**config.mk**
```make
export PLATFORM = sky130hd
export DESIGN_NAME = fetch_unit_flat
export DESIGN_NICKNAME = d
export VERILOG_FILES = /design/src/rtl/fetch_unit_pkg.sv /design/src/rtl/fetch_unit_if.sv /design/src/rtl/fetch_unit_fifo.sv /design/src/rtl/fetch_unit.sv /design/src/flat_wrapper.sv
export SDC_FILE = /design/constraint.sdc
export NUM_CORES = 1
export LEC_CHECK = 0
export CAP_MARGIN = 5
export CORE_MARGIN = 4
export CORE_UTILIZATION = 50
export CTS_BUF_LIST = sky130_fd_sc_hd__clkbuf_8 sky130_fd_sc_hd__clkbuf_16
export DETAILED_ROUTE_END_ITERATION = 12
export PLACE_DENSITY = 0.81
export SLEW_MARGIN = 20
export SYNTH_ARGS = -nofsm -noshare
export SYNTH_HDL_FRONTEND = slang
export SYNTH_HIERARCHICAL = 1
export SYNTH_SLANG_ARGS = --single-unit
```
**constraint.sdc**
```tcl
create_clock -name clk -period 4.3 [get_ports clk]
set_input_delay 0.86 -clock clk [delete_from_list [all_inputs] [get_ports clk]]
set_output_delay 0.86 -clock clk [all_outputs]
set_load 0.01 [all_outputs]
```
**src/rtl/fetch_unit_pkg.sv**
```systemverilog
// Shared constants and types for the instruction fetch stage: reset PC, word width,
// halt-word value, FSM encoding and the {pc, inst} prefetch entry.
package fetch_unit_pkg;

    localparam int          INST_W       = 32;
    localparam logic [31:0] RESET_PC_DEF = 32'h0040_0000;
    localparam logic [31:0] HALT_WORD    = 32'h0000_0000;
    // Stale-response counter; a few back-to-back redirects against a slow imem can stack up.
    localparam int          DROP_W       = 8;

    typedef enum logic {
        ST_RUN  = 1'b0,
        ST_HALT = 1'b1
    } fetch_state_e;

    typedef struct packed {
        logic [31:0]       pc;
        logic [INST_W-1:0] inst;
    } fetch_entry_t;

    function automatic logic [31:0] word_align(input logic [31:0] addr);
        return {addr[31:2], 2'b00};
    endfunction

endpackage

```
**src/rtl/fetch_unit_if.sv**
```systemverilog
// Fetch-stage bus bundle: imem request/response, downstream redirect and the decode handshake.
// master = fetch unit, slave = the imem/decode environment around it.
interface fetch_unit_if;
    logic        imem_req_valid;
    logic        imem_req_ready;
    logic [31:0] imem_req_addr;
    logic        imem_rsp_valid;
    logic [31:0] imem_rsp_data;
    logic        redirect_valid;
    logic [31:0] redirect_pc;
    logic        inst_valid;
    logic        inst_ready;
    logic [31:0] inst_data;
    logic [31:0] inst_pc;
    logic [31:0] inst_pc_plus4;
    logic        halted;

    modport master (
        output imem_req_valid, imem_req_addr,
        input  imem_req_ready, imem_rsp_valid, imem_rsp_data,
        input  redirect_valid, redirect_pc,
        output inst_valid, inst_data, inst_pc, inst_pc_plus4, halted,
        input  inst_ready
    );

    modport slave (
        input  imem_req_valid, imem_req_addr,
        output imem_req_ready, imem_rsp_valid, imem_rsp_data,
        output redirect_valid, redirect_pc,
        input  inst_valid, inst_data, inst_pc, inst_pc_plus4, halted,
        output inst_ready
    );
endinterface

```
**src/rtl/fetch_unit_fifo.sv**
```systemverilog
// In-order prefetch FIFO (module fetch_fifo): power-of-2 depth, synchronous flush,
// simultaneous push/pop legal on both full and empty; head is read combinationally.
module fetch_fifo #(
    parameter int DEPTH = 4,
    parameter int WIDTH = 64
) (
    input  logic                   clk,
    input  logic                   rst_n,
    input  logic                   i_push,
    input  logic [WIDTH-1:0]       i_wdata,
    input  logic                   i_pop,
    input  logic                   i_flush,
    output logic [WIDTH-1:0]       o_rdata,
    output logic [$clog2(DEPTH):0] o_count,
    output logic                   o_full,
    output logic                   o_empty
);
    localparam int AW = $clog2(DEPTH);

    logic [WIDTH-1:0] r_mem [DEPTH];
    logic [AW-1:0]    r_wptr;
    logic [AW-1:0]    r_rptr;
    logic [AW:0]      r_count;
    logic             w_wr;
    logic             w_rd;

    assign o_full  = (r_count == (AW+1)'(DEPTH));
    assign o_empty = (r_count == '0);
    assign w_rd    = i_pop && !o_empty;
    assign w_wr    = i_push && (!o_full || w_rd);

    always_ff @(posedge clk or negedge rst_n) begin
        if (!rst_n) begin
            r_wptr  <= '0;
            r_rptr  <= '0;
            r_count <= '0;
        end else if (i_flush) begin
            r_wptr  <= '0;
            r_rptr  <= '0;
            r_count <= '0;
        end else begin
            if (w_wr) r_wptr <= r_wptr + 1'b1;
            if (w_rd) r_rptr <= r_rptr + 1'b1;
            case ({w_wr, w_rd})
                2'b10:   r_count <= r_count + 1'b1;
                2'b01:   r_count <= r_count - 1'b1;
                default: r_count <= r_count;
            endcase
        end
    end

    // Storage needs no reset: the top masks head fields whenever the FIFO is empty.
    always_ff @(posedge clk) begin
        if (w_wr && !i_flush) r_mem[r_wptr] <= i_wdata;
    end

    assign o_rdata = r_mem[r_rptr];
    assign o_count = r_count;

endmodule

```
**src/rtl/fetch_unit.sv**
```systemverilog
// Instruction fetch stage: owns the PC, issues imem word reads, buffers returns in fetch_fifo
// and hands {inst, pc, pc+4} to decode. Optional halt-on-zero-word: FETCH_HALT_ON_ZERO_EN.
module fetch_unit
    import fetch_unit_pkg::*;
#(
    parameter logic [31:0] RESET_PC   = RESET_PC_DEF,
    parameter int          FIFO_DEPTH = 4
) (
    input logic           clk,
    input logic           rst_n,
    fetch_unit_if.master  io_bus
);
    localparam int CW = $clog2(FIFO_DEPTH) + 1;

    fetch_state_e      r_state;
    fetch_state_e      w_state_nxt;
    logic [31:0]       r_fetch_pc;
    logic [CW-1:0]     r_inflight;
    logic [DROP_W-1:0] r_drop;
    logic              r_armed;

    logic [CW-1:0]     w_count;
    logic              w_full;
    logic              w_empty;
    fetch_entry_t      w_head;
    fetch_entry_t      w_push_entry;
    logic [CW:0]       w_occupancy;
    logic              w_redirect;
    logic              w_issue;
    logic              w_rsp_live;
    logic              w_rsp_stale;
    logic              w_push;
    logic              w_pop;
    logic              w_halt_push;

    assign w_redirect  = io_bus.redirect_valid;
    assign w_occupancy = {1'b0, w_count} + {1'b0, r_inflight};

    // Capping FIFO entries + outstanding reads at the depth means every return has a slot.
    assign io_bus.imem_req_valid = r_armed && (r_state == ST_RUN) && !w_redirect &&
                                   (w_occupancy < (CW+1)'(FIFO_DEPTH));
    assign io_bus.imem_req_addr  = r_fetch_pc;
    assign w_issue = io_bus.imem_req_valid && io_bus.imem_req_ready;

    assign w_rsp_stale = io_bus.imem_rsp_valid && (r_drop != '0);
    assign w_rsp_live  = io_bus.imem_rsp_valid && (r_drop == '0) && (r_state == ST_RUN);
    assign w_push      = w_rsp_live && !w_redirect;
    assign w_pop       = !w_empty && io_bus.inst_ready && !w_redirect;

    // Live reads are contiguous words ending at fetch_pc-4, so the oldest one owns this return.
    assign w_push_entry.pc   = r_fetch_pc - 32'({r_inflight, 2'b00});
    assign w_push_entry.inst = io_bus.imem_rsp_data;

`ifdef FETCH_HALT_ON_ZERO_EN
    assign w_halt_push   = w_push && (io_bus.imem_rsp_data == HALT_WORD);
    assign io_bus.halted = (r_state == ST_HALT) && w_empty;
`else
    assign w_halt_push   = 1'b0;
    assign io_bus.halted = 1'b0;
`endif

    always_comb begin
        w_state_nxt = r_state;
        if (w_redirect)       w_state_nxt = ST_RUN;
        else if (w_halt_push) w_state_nxt = ST_HALT;
    end

    always_ff @(posedge clk or negedge rst_n) begin
        if (!rst_n) r_state <= ST_RUN;
        else        r_state <= w_state_nxt;
    end

    always_ff @(posedge clk or negedge rst_n) begin
        if (!rst_n) begin
            r_fetch_pc <= RESET_PC;
            r_inflight <= '0;
            r_drop     <= '0;
            r_armed    <= 1'b0;
        end else begin
            r_armed <= 1'b1;
            if (w_redirect) begin
                // Everything outstanding is now stale, minus whatever returns this very cycle.
                r_fetch_pc <= word_align(io_bus.redirect_pc);
                r_inflight <= '0;
                r_drop     <= r_drop + DROP_W'(r_inflight) - DROP_W'(io_bus.imem_rsp_valid);
            end else begin
                if (w_issue) r_fetch_pc <= r_fetch_pc + 32'd4;
                if (w_halt_push) begin
                    r_inflight <= '0;
                    r_drop     <= DROP_W'(r_inflight) + DROP_W'(w_issue) - DROP_W'(1);
                end else begin
                    r_inflight <= r_inflight + CW'(w_issue) - CW'(w_rsp_live);
                    r_drop     <= r_drop - DROP_W'(w_rsp_stale);
                end
            end
        end
    end

    fetch_fifo #(
        .DEPTH (FIFO_DEPTH),
        .WIDTH ($bits(fetch_entry_t))
    ) u_fifo (
        .clk     (clk),
        .rst_n   (rst_n),
        .i_push  (w_push),
        .i_wdata (w_push_entry),
        .i_pop   (w_pop),
        .i_flush (w_redirect),
        .o_rdata (w_head),
        .o_count (w_count),
        .o_full  (w_full),
        .o_empty (w_empty)
    );

    assign io_bus.inst_valid    = !w_empty;
    assign io_bus.inst_data     = w_empty ? '0 : w_head.inst;
    assign io_bus.inst_pc       = w_empty ? '0 : w_head.pc;
    assign io_bus.inst_pc_plus4 = w_empty ? '0 : w_head.pc + 32'd4;

    a_no_push_on_full: assert property (@(posedge clk) disable iff (!rst_n)
        !(w_push && w_full && !w_pop));

endmodule

```
**src/flat_wrapper.sv**
```systemverilog
// flat-port wrapper written by rule: the top's interface ports become plain ports
module fetch_unit_flat import fetch_unit_pkg::*;
#(
    parameter logic [31:0] RESET_PC   = RESET_PC_DEF,
    parameter int          FIFO_DEPTH = 4
)
  (clk, rst_n, io_bus_imem_req_valid, io_bus_imem_req_addr, io_bus_imem_req_ready, io_bus_imem_rsp_valid, io_bus_imem_rsp_data, io_bus_redirect_valid, io_bus_redirect_pc, io_bus_inst_valid, io_bus_inst_data, io_bus_inst_pc, io_bus_inst_pc_plus4, io_bus_halted, io_bus_inst_ready);
  fetch_unit_if io_bus_i ();
  input logic clk;
  input logic rst_n;
  output wire logic [$bits(io_bus_i.imem_req_valid)-1:0] io_bus_imem_req_valid;
  output wire logic [$bits(io_bus_i.imem_req_addr)-1:0] io_bus_imem_req_addr;
  input wire logic [$bits(io_bus_i.imem_req_ready)-1:0] io_bus_imem_req_ready;
  input wire logic [$bits(io_bus_i.imem_rsp_valid)-1:0] io_bus_imem_rsp_valid;
  input wire logic [$bits(io_bus_i.imem_rsp_data)-1:0] io_bus_imem_rsp_data;
  input wire logic [$bits(io_bus_i.redirect_valid)-1:0] io_bus_redirect_valid;
  input wire logic [$bits(io_bus_i.redirect_pc)-1:0] io_bus_redirect_pc;
  output wire logic [$bits(io_bus_i.inst_valid)-1:0] io_bus_inst_valid;
  output wire logic [$bits(io_bus_i.inst_data)-1:0] io_bus_inst_data;
  output wire logic [$bits(io_bus_i.inst_pc)-1:0] io_bus_inst_pc;
  output wire logic [$bits(io_bus_i.inst_pc_plus4)-1:0] io_bus_inst_pc_plus4;
  output wire logic [$bits(io_bus_i.halted)-1:0] io_bus_halted;
  input wire logic [$bits(io_bus_i.inst_ready)-1:0] io_bus_inst_ready;
  assign io_bus_imem_req_valid = io_bus_i.imem_req_valid;
  assign io_bus_imem_req_addr = io_bus_i.imem_req_addr;
  assign io_bus_i.imem_req_ready = io_bus_imem_req_ready;
  assign io_bus_i.imem_rsp_valid = io_bus_imem_rsp_valid;
  assign io_bus_i.imem_rsp_data = io_bus_imem_rsp_data;
  assign io_bus_i.redirect_valid = io_bus_redirect_valid;
  assign io_bus_i.redirect_pc = io_bus_redirect_pc;
  assign io_bus_inst_valid = io_bus_i.inst_valid;
  assign io_bus_inst_data = io_bus_i.inst_data;
  assign io_bus_inst_pc = io_bus_i.inst_pc;
  assign io_bus_inst_pc_plus4 = io_bus_i.inst_pc_plus4;
  assign io_bus_halted = io_bus_i.halted;
  assign io_bus_i.inst_ready = io_bus_inst_ready;
  fetch_unit #(.RESET_PC(RESET_PC), .FIFO_DEPTH(FIFO_DEPTH)) u_core (.clk(clk), .rst_n(rst_n), .io_bus(io_bus_i));
endmodule
```
=== After elaboration in Yosys (flattened, before gate mapping) ===
Memories as Yosys holds them, arrays and structs flattened.
Cells that the tools add are included.

* Register bits: 51
* Memories kept: 1
* Output and inout bits: 131
* Word-level logic and storage cells: 62
* Bits of input ports: 70
* RAM bits: 256

* Magnitude comparators: 1
* Eq/ne operators: 3
* Reduce and logical (&&, ||, !) cells: 22
* Add/sub/neg operators: 13
* Multiplexer cells: 15

{| class="wikitable"
|+ Memories
! name !! words !! width !! read ports !! clocked after memory_dff !! write ports !! RTL line !! RTL
|-
| u_core.u_fifo.r_mem || 4 || 64 || 1 || 0 || 1 || fetch_unit_fifo.sv:20 || <nowiki>logic [WIDTH-1:0] r_mem [DEPTH];</nowiki>
|}

{| class="wikitable"
|+ Operators by type and width
! operator !! count
|-
| 2-to-1 mux 32 bit || 5
|-
| adder 32 x 3 -> 32 bit (second input constant) || 2
|-
| subtractor 32 x 5 -> 32 bit || 1
|-
| subtractor 8 x 1 -> 8 bit || 2
|-
| logical AND 1 bit || 11
|-
| adder 8 x 3 -> 8 bit || 1
|-
| logical NOT 8 bit || 1
|-
| 2-to-1 mux 2 bit || 4
|-
| 2-to-1 mux 8 bit || 1
|-
| nonzero test 8 bit || 1
|-
| 2-to-1 mux 3 bit || 2
|-
| one-hot mux 3 bit (2 select lines) || 1
|-
| nonzero test 2 bit || 3
|-
| adder 2 x 1 -> 2 bit (second input constant) || 2
|-
| adder 3 x 3 -> 4 bit || 1
|-
| < comparator 4 x 3 -> 1 bit (second input constant) || 1
|-
| adder 3 x 1 -> 3 bit || 1
|-
| adder 3 x 1 -> 3 bit (second input constant) || 1
|-
| == test 3 bit (second input constant) || 1
|-
| logical NOT 1 bit || 3
|-
| logical NOT 3 bit || 1
|-
| nonzero test 3 bit || 1
|-
| subtractor 3 x 1 -> 3 bit || 1
|-
| subtractor 3 x 1 -> 3 bit (second input constant) || 1
|-
| 4 further kinds || 5
|}

=== Longest topological paths before layout ===
Gate-level depths: netlist (run 1).

* Depth after elaboration: 10
* Gate-level depth with buffers: 13
* Mapped depth without buffers: 12

=== Cells and area by module ===
Netlist (run 1), hierarchy kept.

{| class="wikitable"
|+ Modules (own cells, without submodules)
! module !! cells each !! seq. area each (µm²) !! instances !! area an instance (µm²)
|-
| fetch_fifo || 401 || 7862.5 || 1 || 9801.9
|-
| fetch_unit || 610 || 1052.3 || 1 || 4610.7
|}

=== Worst setup path after synthesis (run 1) ===
OpenSTA, ideal clock, no wires.

* Path kind: input port to flip-flop
* Start: input io_bus_redirect_valid
* End: memory u_core.u_fifo.r_mem[2][0], enable pin
* Path buffers: 3
* Arrival time: 3.614 ns
* Data required time: 3.871 ns
* Setup slack: 0.258 ns
* Setup time: 0.429 ns
* Stages on the path: 7
* Path through: clkbuf_1 > inv_1 > clkbuf_1 > and3_1 > buf_2 > o211a_1 > and2_1

* Elaborated cells on any way between the ends: 9
* Those cells by class: 2 x mux; 7 x reduce/logical

{| class="wikitable"
|+ RTL lines
! what !! RTL line !! RTL
|-
| from (decl) || flat_wrapper.sv:16 || <nowiki>input wire logic [$bits(io_bus_i.redirect_valid)-1:0] io_bus_redirect_valid;</nowiki>
|-
| logical NOT 1 bit || fetch_unit.sv:47 || <nowiki>assign w_push = w_rsp_live && !w_redirect;</nowiki>
|-
| logical AND 1 bit || fetch_unit.sv:47 ||
|-
| named net u_core.w_push || fetch_unit.sv:32 || <nowiki>logic w_push;</nowiki>
|-
| logical AND 1 bit || fetch_unit_fifo.sv:30 || <nowiki>assign w_wr = i_push && (!o_full || w_rd);</nowiki>
|-
| logical AND 1 bit || fetch_unit_fifo.sv:54 || <nowiki>if (w_wr && !i_flush) r_mem[r_wptr] <= i_wdata;</nowiki>
|-
| 2-to-1 mux 1 bit || fetch_unit_fifo.sv:54 ||
|-
| 2-to-1 mux 1 bit (implied by the code) || fetch_unit_fifo.sv:54 ||
|-
| to (decl) || fetch_unit_fifo.sv:20 ||
|}

The timed path passes the listed nets, and every way through them passes these cells.

==> impl_metrics.json, run 1 <==
{
  "cp_slowest_stage_delay_ps": 580,
  "yosys_warnings": 6,
  "ant_nets": 0,
  "irDropWorstVdd_mv": 0.317,
  "grtUsageMet3": 0.0371,
  "nets": 1327,
  "crit_chain": "buf_4 -> mux4_2 -> and4_4 -> and3_1 -> nand4_1 -> xor2_1 -> nor2_1 -> clkdlybuf4s50_1",
  "reg2reg_slack_ps": 1040,
  "cp_num_buf_inv": 2,
  "path_class": "register to output pin",
  "numPortBuffers": 195,
  "syn_to_final_growth_pct": 25.6,
  "maxSlewHeadroom": 0.464,
  "vias_per_cell": 5.82,
  "hold_buffers": 0,
  "grt-busiest-layer": "met2",
  "clkTransAtPathRegs_ps": 60,
  "drt_iter0_drc": 950,
  "placementRows": 61,
  "num-fill-cells": 1971,
  "hold_slack_ps": 402,
  "p_leak_nw": 6.24,
  "drive_gt1_frac": 0.152,
  "wl_per_cell_um": 21.1,
  "setup_ws_ps": 96.9,
  "grt_overflow": 0,
  "clkLatencyLatePin_ps": 550,
  "timing.rr.end": "u_core/r_inflight[2]",
  "grt_pass1_wl_mm": 53.0,
  "syn_area_per_cell_um2": 14.3,
  "cp.required_ps": 3440,
  "dpl.hpwl_mm": 22.8,
  "grt_max_degree": 65,
  "slowest_stage": "clkdlybuf4s50_1",
  "dieHeight_um": 178,
  "arrival_ps": 3340,
  "cts_sinks": 305,
  "grt_usage": 0.213,
  "grt.met1_usage": 0.302,
  "synth_area_um2": 14400,
  "fin_total_pwr_mw": 7.19,
  "antenna_found_initial": 0,
  "clock_path_buffers": 3,
  "start_util": 0.513,
  "regArea_um2": 8920,
  "die_width_um": 178,
  "hold_viol": 0,
  "dpl.cell_count": 1558,
  "stdcell_count": 1625,
  "max_freq_ghz": 0.238,
  "grtUsageMet2": 0.349,
  "tritoncts": "done",
  "critPathTopFamily": "simple AND/OR/NAND/NOR gates",
  "reg2reg_depth": 11,
  "io_pins": 201,
  "finalSetupViolCount": 0,
  "finalWirelength_mm": 34.3,
  "htreeDepth": 1,
  "syn-instance-count": 1010,
  "placed_area_um2": 16800,
  "diodes": 0,
  "dieArea_um2": 31600,
  "drc": 0,
  "tns_ps": 0,
  "fin_crit_ps": 4200,
  "finalCritPeriodShare": 0.977,
  "clock-root-buffer": "clkbuf_16",
  "status": "finished, final reports clean",
  "drv_cap": 0,
  "rsz0062_at_grt": "false",
  "multi_input_area_um2": 5150,
  "dp_slack_ps": 412,
  "dr.pass1.iters": 5,
  "grt_pass1_vias": 9400,
  "tightestPinTransition_ps": 801,
  "core_um2": 28100,
  "drv_slew": 0,
  "cp-end-kind": "output pin",
  "vias": 9451,
  "design_area_um2": 18100,
  "gp_congestion": 0.841,
  "hold_path_class": "input port to asynchronous set/reset pin",
  "cts_buffers": 30,
  "r2r-start": "u_core/u_fifo/o_count[2]",
  "crit_fanout": 8,
  "finalClockSkew_ps": 15.3,
  "start_kind": "register",
  "utilization": 0.644,
  "power_density_nw_per_um2": 397
}
-- flip-flops by register name, summed over array words and instances, names as in the netlist --
signal                       flops
u_core/r_inflight                3
u_core/u_fifo/r_mem            256
u_core/u_fifo/r_wptr             2
u_core/r_armed                   1
u_core/io_bus.imem_req_addr     30
u_core/u_fifo/o_count            3
u_core/r_drop                    8
u_core/u_fifo/r_rptr             2
-- per-layer routing --
layer / wire length, um / vias up
met3: 2850 / 53
met4: 589 / 0
met1: 14100 / 4714
met2: 16700 / 472
met5: 0 / -
li1: - / 4212
-- where the power goes --
part | total (mW) | internal, mW | switching [mW] | leakage (nW)
clock | 2.84 | 1.73 | 1.11 | 0.540
sequential | 3.42 | 3.31 | 0.110 | 2.91
combinational | 0.931 | 0.440 | 0.492 | 2.79
-- worst max-delay path by stage --
stage | start | to | cells after the start
global route | u_core/u_fifo/r_rptr[0] | io_bus_inst_pc_plus4[11] | 8
finish | u_core/u_fifo/r_rptr[0] | io_bus_inst_pc_plus4[11] | 8
detailed placement | u_core/u_fifo/r_rptr[0] | io_bus_inst_pc_plus4[12] | 8
floorplan | io_bus_redirect_valid | u_core/u_fifo/r_mem[2][0] | 7
global placement | u_core/u_fifo/r_rptr[0] | io_bus_inst_pc_plus4[26] | 8
CTS | u_core/u_fifo/r_rptr[0] | io_bus_inst_pc_plus4[31] | 8
-- timing repair --
| item | 4_1_cts | 5_1_grt |
|---|---|---|
| setup buffers | 5 | 5 |
| gates cloned | 0 | 1 |
| resized for setup | 11 | 14 |
| endpoints found under the setup margin | 20 | 17 |
| endpoints found under the hold margin | 0 | 0 |
| pin swaps | 0 | 1 |
-- cell usage in the layout (no fill, tap or decap), drive strengths merged, types with 11 or more instances in the layout --
cell             n
o211ai          16
conb            12
o21ai           34
nor2            71
edfxtp         256
dfrtp           48
clkinv          11
clkdlybuf4s50  190
clkbuf          32
nor3            24
ha              30
mux4            64
buf             35
nand2           55
a21oi           11
inv             48
nor2b           67
nand4           20
xor2            30
nand3           29
xnor2           37
-- cell type report --
| class | count | share of cell area |
|---|---|---|
| flip-flops and latches | 305 | 0.493 |
| inverters | 43 | 0.00892 |
| clock buffers | 31 | 0.0429 |
| multi-input cells | 614 | 0.285 |
| clock inverters | 25 | 0.0170 |
| well taps | 378 | 0.0261 |
| repair buffers | 229 | 0.127 |
(Power assumes the default switching activity.)
==> inputs of run 2 (changes only) <==
Settings changed: CORE_ASPECT_RATIO set to 1.1, SLEW_MARGIN 20 to 40.
==> impl_metrics.json, run 2 (synthesized netlist as in run 1, its figures left out) <==
{
  "largest_register": "u_core/u_fifo/r_mem",
  "hold_viol": 0,
  "drv_slew": 0,
  "critPathTopFamily": "buffers and inverters",
  "crit_start": "u_core/u_fifo/r_rptr[0]",
  "dp_slack_ps": 228,
  "cp_num_buf_inv": 3,
  "fin_crit_ps": 4210,
  "num-fill-cells": 1947,
  "drc": 0,
  "hold_buffers": 0,
  "r2r-start": "u_core/u_fifo/o_count[2]",
  "crit_fanout": 17,
  "grt_max_degree": 65,
  "dieHeight_um": 186,
  "clkTransAtPathRegs_ps": 60,
  "irDropWorstVdd_mv": 0.317,
  "max_freq_ghz": 0.238,
  "nets": 1337,
  "placementRows": 64,
  "tns_ps": 0,
  "io_pins": 201,
  "regArea_um2": 8920,
  "drive_gt1_frac": 0.159,
  "dpl.hpwl_mm": 22.8,
  "die_width_um": 170,
  "cp-end-kind": "output pin",
  "antenna_found_initial": 0,
  "final_cell_mix": "256 x edfxtp_1, 186 x clkdlybuf4s50_1, 68 x nor2_1, 67 x nor2b_1, 64 x mux4_2",
  "drt_iter0_drc": 1038,
  "multi_input_area_um2": 5150,
  "power.switching_mw": 1.68,
  "slowest_stage": "dfrtp_4",
  "cp_slowest_stage_delay_ps": 560,
  "cts_buffers": 31,
  "dr.pass1.iters": 7,
  "finalCritPeriodShare": 0.979,
  "ant_nets": 0,
  "clock_path_buffers": 3,
  "dieArea_um2": 31600,
  "crit_chain": "buf_16 -> buf_4 -> mux4_2 -> and4_1 -> nand2_2 -> nor4_1 -> mux2_2 -> clkdlybuf4s50_1",
  "vias": 9390,
  "drv_cap": 0,
  "setup_ws_ps": 90.4,
  "final_common_cell": "edfxtp_1",
  "grt_usage": 0.215,
  "p_leak_nw": 6.31,
  "finalSetupViolCount": 0,
  "start_kind": "register",
  "vias_per_cell": 5.80,
  "start_util": 0.513,
  "arrival_ps": 3350,
  "htreeDepth": 1,
  "hold_path_class": "input port to asynchronous set/reset pin",
  "p_sw_frac": 0.241,
  "power_frac_seq": 0.491,
  "clock-root-buffer": "clkbuf_16",
  "gp_congestion": 0.910,
  "finalWirelength_mm": 34.7,
  "rsz0062_at_grt": "true",
  "syn_to_final_growth_pct": 25.6,
  "numPortBuffers": 195,
  "finalClockSkew_ps": 22.3,
  "cts_sinks": 305,
  "grt_pass1_wl_mm": 53.4,
  "core_um2": 28100,
  "status": "finished, final reports clean",
  "clockPowerShare": 0.375,
  "grt_overflow": 0,
  "largest_reg_flops": 256,
  "cp.required_ps": 3440,
  "grt_pass1_vias": 9517,
  "path_class": "register to output pin",
  "tritoncts": "done",
  "p_int_mw": 5.29,
  "maxSlewHeadroom": 0.471,
  "power_density_nw_per_um2": 385,
  "tightestPinTransition_ps": 790,
  "diodes": 0,
  "p_comb_frac": 0.135,
  "wl_per_cell_um": 21.5,
  "clkLatencyLatePin_ps": 550
}
==> run 2: changes by cell type in the layout (fill, tap and decap cells not counted), sizes merged <==
cell,previous run,this run
clkdlybuf4s50,190,186
dlymetal6s2s,2,6
buf,35,44
clkbuf,32,31
bufinv,7,4
bufbuf,0,1
clkinvlp,2,3
inv,48,49
==> run 2: worst paths after layout <==
path	end	slack, ps	cells past startpoint
max	io_bus_inst_pc_plus4[27]	90	8
min	u_core/u_fifo/o_count[2]	330	1
max reg2reg	u_core/r_inflight[2]	770	12
min reg2reg	u_core/r_drop[6]	590	2
max in group asynchronous	u_core/io_bus.imem_req_addr[2]	3200	2
min in group clk	u_core/r_drop[6]	590	2
==> run 2: layout make-up <==
| cell class | instances | share of cell area |
|---|---|---|
| repair buffers | 238 | 0.133 |
| multi-input cells | 614 | 0.284 |
| well taps | 363 | 0.0251 |
| clock buffers | 31 | 0.0429 |
| inverters | 43 | 0.00892 |
| clock inverters | 24 | 0.0124 |
| flip-flops and latches | 305 | 0.493 |
==> run 2: stage by stage <==
stage	utilization	hold WS (ps)	instance area [um2]	total power [mW]	instances
after global routing	0.644	356	18100	7.28	1618
after global placement	0.598	567	16800	4.37	1547
final	0.644	325	18100	6.97	1618
after floorplan	-	542	14400	4.08	1020
after CTS	0.639	324	17900	7.01	1608
after detailed placement	0.598	576	16800	4.40	1547
==> run 2: repair_timing <==
item	in CTS	in global routing
gates cloned	1	0
setup endpoints to repair	20	15
pin swaps	0	1
hold endpoints to repair	0	0
buffers inserted	5	10
resized for setup	12	19
==> run 2: worst register-to-register path, delay by kind of cell (launching register included) <==
kind	cells	cell delay (ps)
adders and majority gates	4	1130
DFF	1	630
and+or+nand+nor	3	920
buffers and inverters	4	560
xor gates and xnor gates	1	160
==> run 2: power groups by stage <==
| stage | Sequential [mW] | Combinational, mW | Clock [mW] |
|---|---|---|---|
| global route | 3.43 | 1.05 | 2.80 |
| CTS | 3.42 | 0.936 | 2.65 |
| floorplan | 3.44 | 0.643 | 0 |
| global placement | 3.47 | 0.892 | 0 |
| detailed placement | 3.48 | 0.923 | 0 |
| finish | 3.42 | 0.939 | 2.61 |
==> run 2: per-layer routing <==
layer / up-vias / GRT usage / wire [um]
met5: - / 0 / 0
met4: 0 / 0.0457 / 648
met3: 54 / 0.0333 / 2340
met2: 388 / 0.380 / 17800
met1: 4716 / 0.284 / 14000
li1: 4232 / - / -
==> inputs of run 3 (changes only) <==
Clock period 4.3 ns to 4.6 ns, I/O delays scaled along.
==> impl_metrics.json, run 3 (synthesized netlist as in run 1, its figures left out) <==
{
  "numPortBuffers": 195,
  "htreeDepth": 1,
  "critPathTopFamily": "simple AND/OR/NAND/NOR gates",
  "timing.rr.end": "u_core/r_inflight[2]",
  "cp.required_ps": 3680,
  "grt_pass1_vias": 9244,
  "status": "finished, final reports clean",
  "crit_cells": 7,
  "max_freq_ghz": 0.224,
  "maxSlewHeadroom": 0.469,
  "fin_crit_ps": 4470,
  "vias": 9268,
  "ant_nets": 0,
  "dieHeight_um": 186,
  "dieArea_um2": 31600,
  "drive_gt1_frac": 0.135,
  "antenna_found_initial": 0,
  "final_cell_mix": "256 x edfxtp_1, 193 x clkdlybuf4s50_1, 70 x nor2_1, 67 x nor2b_1, 64 x mux4_2",
  "start_kind": "register",
  "core_um2": 28100,
  "drv_slew": 0,
  "cts_buffers": 29,
  "crit_chain": "buf_4 -> mux4_2 -> nand4_1 -> nand2b_2 -> nor4_1 -> mux2_2 -> clkdlybuf4s50_1",
  "clkLatencyLatePin_ps": 540,
  "crit_start": "u_core/u_fifo/r_rptr[0]",
  "utilization": 0.632,
  "fin_total_pwr_mw": 6.41,
  "hold_path_class": "input port to asynchronous set/reset pin",
  "die_width_um": 170,
  "hold_viol": 0,
  "grt_usage": 0.209,
  "start_util": 0.513,
  "wl_per_cell_um": 20.7,
  "tritoncts": "done",
  "gp_congestion": 0.890,
  "path_class": "register to output pin",
  "drc": 0,
  "cp_num_buf_inv": 2,
  "diodes": 0,
  "arrival_ps": 3550,
  "grt_max_degree": 79,
  "final_common_cell": "edfxtp_1",
  "finalCritPeriodShare": 0.972,
  "clock_path_buffers": 3,
  "largest_register": "u_core/u_fifo/r_mem",
  "dpl.hpwl_mm": 21.9,
  "slowest_stage": "dfrtp_4",
  "finalSetupViolCount": 0,
  "dr.pass1.iters": 5,
  "hold_slack_ps": 480,
  "reg2reg_slack_ps": 1140,
  "clkTransAtPathRegs_ps": 60,
  "cp_slowest_stage_delay_ps": 580,
  "r2r-start": "u_core/u_fifo/o_count[2]",
  "grt_overflow": 0,
  "cp-end-kind": "output pin",
  "power_density_nw_per_um2": 361,
  "drt_iter0_drc": 903,
  "crit_path_end": "io_bus_inst_pc_plus4[31]",
  "drv_cap": 0,
  "clock-root-buffer": "clkbuf_16",
  "p_leak_nw": 6.04,
  "cts_sinks": 305,
  "grt_pass1_wl_mm": 51.9,
  "vias_per_cell": 5.81,
  "syn_to_final_growth_pct": 23.4,
  "io_pins": 201,
  "reg2reg_depth": 12,
  "irDropWorstVdd_mv": 0.258,
  "finalWirelength_mm": 33.1,
  "nets": 1315,
  "tightestPinTransition_ps": 797,
  "crit_fanout": 12,
  "hold_buffers": 0,
  "finalClockSkew_ps": 11.8,
  "largest_reg_flops": 256,
  "placementRows": 64
}
-- run 3: routing by layer --
layer	global-route usage	vias to the layer above	wire length, um
li1	-	4195	-
met1	0.290	4642	13300
met2	0.350	383	16600
met3	0.0338	48	2440
met4	0.0499	0	670
met5	0	-	0
-- run 3: how the worst min path moves through the flow --
stage	to	slack (ps)	depth (start not counted)
floorplan	u_core/u_fifo/r_wptr[1]	540	2
global placement	u_core/u_fifo/r_wptr[1]	570	2
detailed placement	u_core/r_drop[6]	580	2
CTS	u_core/io_bus.imem_req_addr[13]	510	2
global route	u_core/io_bus.imem_req_addr[13]	530	2
finish	u_core/io_bus.imem_req_addr[13]	480	2
-- run 3: layout make-up --
class                      count  area [um2]
fill                        1985       10300
clock inverter                24         216
timing repair buffer         218        2210
sequential                   305        8920
inverter                      43         161
multi-input combinational    614        5080
clock buffer                  29         726
tap                          363         454
-- run 3: what timing repair did --
item                                    CTS  global route
pin swaps                                 0             0
endpoints found under the setup margin    8            15
resized for setup                         2             5
buffers inserted                          1             5
-- run 3: metrics by stage --
| step | area [um2] | setup TNS, ps | instances | setup slack, ps |
|---|---|---|---|---|
| floorplan | 14400 | 0 | 1020 | 498 |
| global placement | 16700 | 0 | 1537 | 424 |
| detailed placement | 16700 | 0 | 1537 | 382 |
| CTS | 17700 | -50.1 | 1591 | -31.7 |
| global route | 17800 | -4.49 | 1596 | -4.49 |
| finish | 17800 | 0 | 1596 | 130 |
-- run 3: power by group --
part	internal [mW]	switching, mW	leakage (nW)
Clock	1.37	0.981	0.480
Sequential	3.09	0.105	2.91
Combinational	0.411	0.457	2.65
